File: config.mk
export PLATFORM = sky130hd
export DESIGN_NAME = ddr_rx_word_aligner_flat
export DESIGN_NICKNAME = d
export VERILOG_FILES = /design/src/rtl/ddr_rx_word_aligner_if.sv /design/src/rtl/ddr_rx_word_aligner.sv /design/src/flat_wrapper.sv
export SDC_FILE = /design/constraint.sdc
export NUM_CORES = 1
export LEC_CHECK = 0
export ABC_AREA = 1
export BUFFER_PORTS_ARGS = -buffer_cell sky130_fd_sc_hd__buf_2
export CAP_MARGIN = 20
export CORE_ASPECT_RATIO = 1.4
export CORE_MARGIN = 2
export CORE_UTILIZATION = 30
export CTS_CLUSTER_DIAMETER = 200
export CTS_CLUSTER_SIZE = 14
export DETAILED_ROUTE_END_ITERATION = 8
export GPL_TIMING_DRIVEN = 1
export PLACE_DENSITY_LB_ADDON = 0.25
export SYNTH_ARGS = -nofsm -noshare
export SYNTH_HDL_FRONTEND = slang
export SYNTH_SLANG_ARGS = --single-unit
File: constraint.sdc
create_clock -name clk -period 2.1 [get_ports clk]
set_clock_uncertainty 0.2 [all_clocks]
set_input_delay 0.525 -clock clk [delete_from_list [all_inputs] [get_ports clk]]
set_output_delay 0.525 -clock clk [all_outputs]
set_load 0.05 [all_outputs]
File: src/rtl/ddr_rx_word_aligner_if.sv
// ddr_rx_word_aligner_if
//   Groups the sample input path and the valid/ready word output of the
//   DDR receive word aligner.
//   Ports (signals):
//     in_valid  : a rising/falling sample pair is present this cycle
//     d_rise    : rising-edge sample per lane (earlier in time)
//     d_fall    : falling-edge sample per lane
//     out_data  : aligned word, lane k in [k*WORD_W +: WORD_W]
//     out_valid : output FIFO head is valid
//     out_ready : consumer accepts the head word
//   Modports:
//     master : the side that supplies samples and consumes words
//     slave  : the aligner itself
`timescale 1ns/1ps
interface ddr_rx_word_aligner_if #(
  parameter int NUM_LANES = 3,
  parameter int WORD_W    = 8
);
  logic                          in_valid;
  logic [NUM_LANES-1:0]          d_rise;
  logic [NUM_LANES-1:0]          d_fall;
  logic [NUM_LANES*WORD_W-1:0]   out_data;
  logic                          out_valid;
  logic                          out_ready;

  modport master (
    output in_valid, d_rise, d_fall, out_ready,
    input  out_data, out_valid
  );

  modport slave (
    input  in_valid, d_rise, d_fall, out_ready,
    output out_data, out_valid
  );
endinterface

File: src/rtl/ddr_rx_word_aligner.sv
// ddr_rx_word_aligner
//   Deserializes per-lane DDR sample pairs into WORD_W-bit words, finds the
//   word boundary from SYNC_PAT on lane 0 and hands aligned multi-lane words
//   to the fabric through a 2-entry first-word-fall-through FIFO.
//   Ports:
//     clk            : single clock, shared with the I_DDR capture clock
//     rst_n          : asynchronous active-low reset
//     bus            : sample input and valid/ready word output (slave)
//     realign        : single-cycle pulse, returns to SEARCH
//     clear_overflow : synchronous clear of the sticky overflow flag
//     locked         : high while word alignment is held
//     overflow       : sticky, a word was dropped on a full FIFO
`timescale 1ns/1ps
module ddr_rx_word_aligner #(
  parameter int                NUM_LANES = 3,
  parameter int                WORD_W    = 8,
  parameter logic [WORD_W-1:0] SYNC_PAT  = 8'hA5
) (
  input  logic                  clk,
  input  logic                  rst_n,
  ddr_rx_word_aligner_if.slave  bus,
  input  logic                  realign,
  input  logic                  clear_overflow,
  output logic                  locked,
  output logic                  overflow
);

  localparam int SR_W   = 2 * WORD_W;
  localparam int HALF   = WORD_W / 2;
  localparam int PH_W   = (HALF > 1) ? $clog2(HALF) : 1;
  localparam int DATA_W = NUM_LANES * WORD_W;
  localparam logic [PH_W-1:0] PH_LAST = PH_W'(HALF - 1);

  typedef enum logic {SEARCH, LOCKED} state_t;

  state_t              state;
  logic [SR_W-1:0]     sr      [NUM_LANES];
  logic [SR_W-1:0]     sr_next [NUM_LANES];
  logic                offset;
  logic [PH_W-1:0]     phase;
  logic [DATA_W-1:0]   cap_word;
  logic [DATA_W-1:0]   word_reg;
  logic                word_pend;
  logic                match0;
  logic                match1;
  // The oldest two bits only age out of the register and are never looked at.
  logic [NUM_LANES-1:0] sr_unused;

  // Decisions are taken on the shift register as it will look after this
  // edge's sample, so a word finished at edge N is captured at edge N and
  // pushed at N+1.
  always_comb begin
    for (int k = 0; k < NUM_LANES; k++) begin
      sr_next[k] = {sr[k][SR_W-3:0], bus.d_rise[k], bus.d_fall[k]};
      cap_word[k*WORD_W +: WORD_W] = offset ? sr_next[k][WORD_W:1]
                                            : sr_next[k][WORD_W-1:0];
      sr_unused[k] = ^sr[k][SR_W-1:SR_W-2];
    end
  end

  assign match0 = (sr_next[0][WORD_W-1:0] == SYNC_PAT);
  assign match1 = (sr_next[0][WORD_W:1]   == SYNC_PAT);

  // Alignment FSM. realign wins over everything, including a word that
  // completes in the same cycle, which is therefore never pushed.
  always_ff @(posedge clk or negedge rst_n) begin
    if (!rst_n) begin
      for (int k = 0; k < NUM_LANES; k++) sr[k] <= '0;
      state     <= SEARCH;
      locked    <= 1'b0;
      offset    <= 1'b0;
      phase     <= '0;
      word_pend <= 1'b0;
      word_reg  <= '0;
    end else begin
      word_pend <= 1'b0;
      if (bus.in_valid) begin
        for (int k = 0; k < NUM_LANES; k++) sr[k] <= sr_next[k];
      end
      if (realign) begin
        state  <= SEARCH;
        locked <= 1'b0;
        phase  <= '0;
      end else if (bus.in_valid) begin
        case (state)
          SEARCH: begin
            // Offset 0 has priority, hence offset = !match0 when either hits.
            if (match0 || match1) begin
              offset <= !match0;
              phase  <= '0;
              state  <= LOCKED;
              locked <= 1'b1;
            end
          end
          LOCKED: begin
            if (phase == PH_LAST) begin
              phase <= '0;
              // A lane-0 sync pattern at a word boundary is an idle.
              if (cap_word[WORD_W-1:0] != SYNC_PAT) begin
                word_pend <= 1'b1;
                word_reg  <= cap_word;
              end
            end else begin
              phase <= phase + 1'b1;
            end
          end
          default: state <= SEARCH;
        endcase
      end
    end
  end

  logic [DATA_W-1:0] mem [2];
  logic              rd_ptr;
  logic              wr_ptr;
  logic [1:0]        count;
  logic              pop;
  logic              full;
  logic              do_push;
  logic              drop;

  // A push into a full FIFO still succeeds when the head leaves in the same
  // cycle; the write slot is then the one being vacated.
  assign pop     = bus.out_valid && bus.out_ready;
  assign full    = (count == 2'd2);
  assign do_push = word_pend && (!full || pop);
  assign drop    = word_pend && full && !pop;

  // Output FIFO and sticky overflow; a drop wins over a same-cycle clear.
  always_ff @(posedge clk or negedge rst_n) begin
    if (!rst_n) begin
      mem[0]   <= '0;
      mem[1]   <= '0;
      rd_ptr   <= 1'b0;
      wr_ptr   <= 1'b0;
      count    <= 2'd0;
      overflow <= 1'b0;
    end else begin
      if (do_push) begin
        mem[wr_ptr] <= word_reg;
        wr_ptr      <= ~wr_ptr;
      end
      if (pop) rd_ptr <= ~rd_ptr;
      case ({do_push, pop})
        2'b10:   count <= count + 2'd1;
        2'b01:   count <= count - 2'd1;
        default: count <= count;
      endcase
      if (drop) begin
        overflow <= 1'b1;
      end else if (clear_overflow) begin
        overflow <= 1'b0;
      end
    end
  end

  assign bus.out_valid = (count != 2'd0);
  assign bus.out_data  = mem[rd_ptr];

endmodule

File: src/flat_wrapper.sv
// flat-port wrapper written by rule: the top's interface ports become plain ports
module ddr_rx_word_aligner_flat 
#(
  parameter int                NUM_LANES = 3,
  parameter int                WORD_W    = 8,
  parameter logic [WORD_W-1:0] SYNC_PAT  = 8'hA5
)
  (clk, rst_n, realign, clear_overflow, locked, overflow, bus_in_valid, bus_d_rise, bus_d_fall, bus_out_ready, bus_out_data, bus_out_valid);
  ddr_rx_word_aligner_if #(.NUM_LANES(NUM_LANES), .WORD_W(WORD_W)) bus_i ();
  input  logic clk;
  input  logic rst_n;
  input  logic realign;
  input  logic clear_overflow;
  output logic locked;
  output logic overflow;
  input wire logic [$bits(bus_i.in_valid)-1:0] bus_in_valid;
  input wire logic [$bits(bus_i.d_rise)-1:0] bus_d_rise;
  input wire logic [$bits(bus_i.d_fall)-1:0] bus_d_fall;
  input wire logic [$bits(bus_i.out_ready)-1:0] bus_out_ready;
  output wire logic [$bits(bus_i.out_data)-1:0] bus_out_data;
  output wire logic [$bits(bus_i.out_valid)-1:0] bus_out_valid;
  assign bus_i.in_valid = bus_in_valid;
  assign bus_i.d_rise = bus_d_rise;
  assign bus_i.d_fall = bus_d_fall;
  assign bus_i.out_ready = bus_out_ready;
  assign bus_out_data = bus_i.out_data;
  assign bus_out_valid = bus_i.out_valid;
  ddr_rx_word_aligner #(.NUM_LANES(NUM_LANES), .WORD_W(WORD_W), .SYNC_PAT(SYNC_PAT)) u_core (.clk(clk), .rst_n(rst_n), .bus(bus_i), .realign(realign), .clear_overflow(clear_overflow), .locked(locked), .overflow(overflow));
endmodule
==> impl_metrics.tcl <==
set metrics [dict create \
    run_status "completed" \
    finalPower_uw 4770 \
    drt.antenna.violating_nets 0 \
    stdcell_area_um2 5741 \
    synth_nets 607 \
    cp_slowest_stage_delay_ns 0.44 \
    effective_utilization_at_floorplan 0.3034 \
    clk_pin_slew_ns 0.07 \
    p_leak_uw 0.002865 \
    avgViaCountPerCell 4.361 \
    cp_data_arrival_time_ns 1.32 \
    tritoncts.num_buffers 9 \
    maximum_number_of_pins_on_one_net_before_global_route_repair 71 \
    place_hpwl_um 6576 \
    antennaDiodeCount 0 \
    clk-insertion-delay-late_ns 0.34 \
    synth.largest_area_cell "sky130_fd_sc_hd__dfrtp_1" \
    min-delay-path-class "input port to flip-flop" \
    relSlewSlack 0.7071 \
    synth-seq-area-share 0.5372 \
    first_global_vias 3510 \
    worstSetupStartpointType "flip-flop" \
    sequentialPowerShare 0.454 \
    postSynthCellCount 593 \
    timing.critical_path.mode_cell "sky130_fd_sc_hd__nand2_1" \
    most_common_cell_after_layout_fill_and_taps_aside "sky130_fd_sc_hd__nand2_1" \
    clockBufferDepth 2 \
    cts.root.buffer_cell "sky130_fd_sc_hd__clkbuf_16" \
    synth-warning-count 0 \
    power-per-cell-area_nw_per_um2 830.9 \
    fin_cells 832 \
    clock_power_share 0.377 \
    tightest_slew_ns 0.4393 \
    die_footprint_um2 17200 \
    syn_avg_cell_area_um2 8.170 \
    grt_first_pass_wirelength_um 16550 \
    switching_share 0.2708 \
    setup_violations 0 \
    total_routed_length_um 9660 \
    switching_power_uw 1292 \
    tritoncts_clock_tree "yes" \
    nNetsFinal 642 \
    grt.overflow.total 0 \
    setup.worst_path.class "flip-flop to output port" \
    die_h_um 154.4 \
    unrepaired_setup_endpoints_after_global_routing "true" \
    drcViolationCount 0 \
    dpl_cell_area_um2 5216 \
    area_delta_synth_final_pct 18.49 \
    numClockSinks 104 \
    fin_util 0.3596 \
    globalplace.congestion 0.7470 \
    number_of_fill_cells_in_the_layout 1671 \
    rows 55 \
    synth.cell_area_um2 4845 \
    period_minus_slack_ns 2.046 \
    route.detailed.wl_per_inst_um 11.61 \
    cts_max_level 3 \
    fin_hold_viols 0 \
    combinationalPowerShare 0.169 \
    placeableCoreArea_um2 15970 \
    numPortBuffers 38 \
    detailed_route_iter0_violations 162 \
    p_int_uw 3478 \
    fin_hold_ws_ns 0.1744 \
    critical_path_peak_fanout 9 \
    period_share 0.9742 \
    dr.pass1.iters 4 \
    timing.critical_path.to_type "output port" \
    final_cell_mix "224 x sky130_fd_sc_hd__nand2_1, 102 x sky130_fd_sc_hd__dfrtp_1, 72 x sky130_fd_sc_hd__o21ai_0" \
    maximum_clock_frequency_mhz 488.8 \
    crit_chain "clkinv_4, clkbuf_16, nand2_1, nand2_1, buf_4" \
    dieWidth_um 111.4 \
    post-place-cells 810 \
    fraction_of_layout_cells_with_a_size_suffix_above_1 0.1833 \
    largest_register_ff_count 48 \
    worst_path_required_ns 1.37 \
    detailroute.via_count 3628 \
    drv.max_cap_violation_count 0 \
    io_pins 39 \
    biggest_area_contributors_in_the_synthesized_netlist "sky130_fd_sc_hd__dfrtp_1 54%, sky130_fd_sc_hd__nand2_1 18%, sky130_fd_sc_hd__o21ai_0 7.4%" \
    vdd.ir_drop.worst_v 0.0006612 \
    number_of_antenna_violations_at_the_first_check_in_global_routing 0 \
    global_route.usage.total 0.1144 \
    slew_viol_final 0 \
    r2r_setup_slack_ns 0.27 \
    yosysUniqueCellTypes 30 \
    count_of_state_elements_after_synthesis 104 \
    critPathSlowestCell "sky130_fd_sc_hd__dfrtp_2" \
    netlist.area_leader.share 0.5372 \
]
## path summary, 6_finish.rpt
path,startpoint,to,cells after the start
worst max-delay path,u_core.rd_ptr$_DFFE_PN0P_,bus_out_data[22],5
worst max register to register,u_core.offset$_DFFE_PN0P_,u_core.word_reg[17]$_DFFE_PN0P_,9
min in group asynchronous,rst_n,u_core.sr[1]$_DFFE_PN0P_,3
worst min register to register,u_core.word_reg[14]$_DFFE_PN0P_,u_core.word_reg[14]$_DFFE_PN0P_,2
worst min-delay path,clear_overflow,u_core.overflow$_DFFE_PN0P_,2
max in group asynchronous,rst_n,u_core.rd_ptr$_DFFE_PN0P_,3
## critical path: cells and delay by family, from the launching register on
| kind | cells | cell delay (ns) |
|---|---|---|
| buffers and inverters | 3 | 0.44 |
| and+or+nand+nor | 2 | 0.10 |
| DFF | 1 | 0.44 |
## power groups by stage
| stage | clock network, uW | registers [uW] | logic [uW] |
|---|---|---|---|
| after CTS | 1870 | 2160 | 737 |
| final | 1800 | 2170 | 806 |
| after floorplan | 0 | 2160 | 487 |
| after detailed placement | 0 | 2190 | 691 |
| after global routing | 1940 | 2180 | 907 |
| after global placement | 0 | 2190 | 679 |
## cell usage after synthesis (all sizes together)
master    n
a21oi     4
buf      15
clkbuf   16
clkinv    1
dfrtp   104
ha        2
inv      56
nand2   262
nand3    30
nand4     3
nor2     12
nor3      1
o21ai    82
or2       2
xnor2     1
xor2      2
## metrics by stage
stage	setup slack, ns	TNS [ns]
3_5_place_dp	0.1843	0
2_1_floorplan	0.07918	0
5_1_grt	-0.001356	-0.001356
6_report	0.05418	0
4_1_cts	0.002017	0
3_3_place_gp	0.1976	0
## cells by family after synthesis
logic type | share of synthesized area
buffers and inverters | 0.08703
flip-flops | 0.5372
AO/OA/AOI/OAI | 0.08884
adder cells (fa/ha/maj) | 0.005164
XOR/XNOR | 0.005425
AND/OR/NAND/NOR | 0.2763
## area by class of cell
| class | count | area (um2) | area share |
|---|---|---|---|
| Timing Repair Buffer | 54 | 500.5 | 0.08718 |
| Clock buffer | 12 | 246.5 | 0.04294 |
| Sequential cell | 104 | 2605 | 0.4538 |
| Multi-Input combinational cell | 402 | 1839 | 0.3204 |
| Inverter | 57 | 224.0 | 0.03901 |
| Tap cell | 199 | 249.0 | 0.04337 |
| Clock inverter | 4 | 76.32 | 0.01330 |
## per-layer routing
layer | up-vias | wire length, um | GRT usage
li1 | 1906 | - | -
met1 | 1663 | 4436 | 0.1473
met2 | 46 | 4749 | 0.1916
met3 | 13 | 295 | 0.02038
met4 | 0 | 178 | 0.04527
met5 | - | 0 | 0
## timing repair
item / CTS / global route
pin swaps: 0 / 1
buffers inserted: 1 / 2
hold buffers: 1 / 0
setup endpoints to repair: 24 / 25
cloned: 0 / 2
resized for setup: 33 / 13
endpoints found under the hold margin: 1 / 0
(Power assumes the default switching activity.)
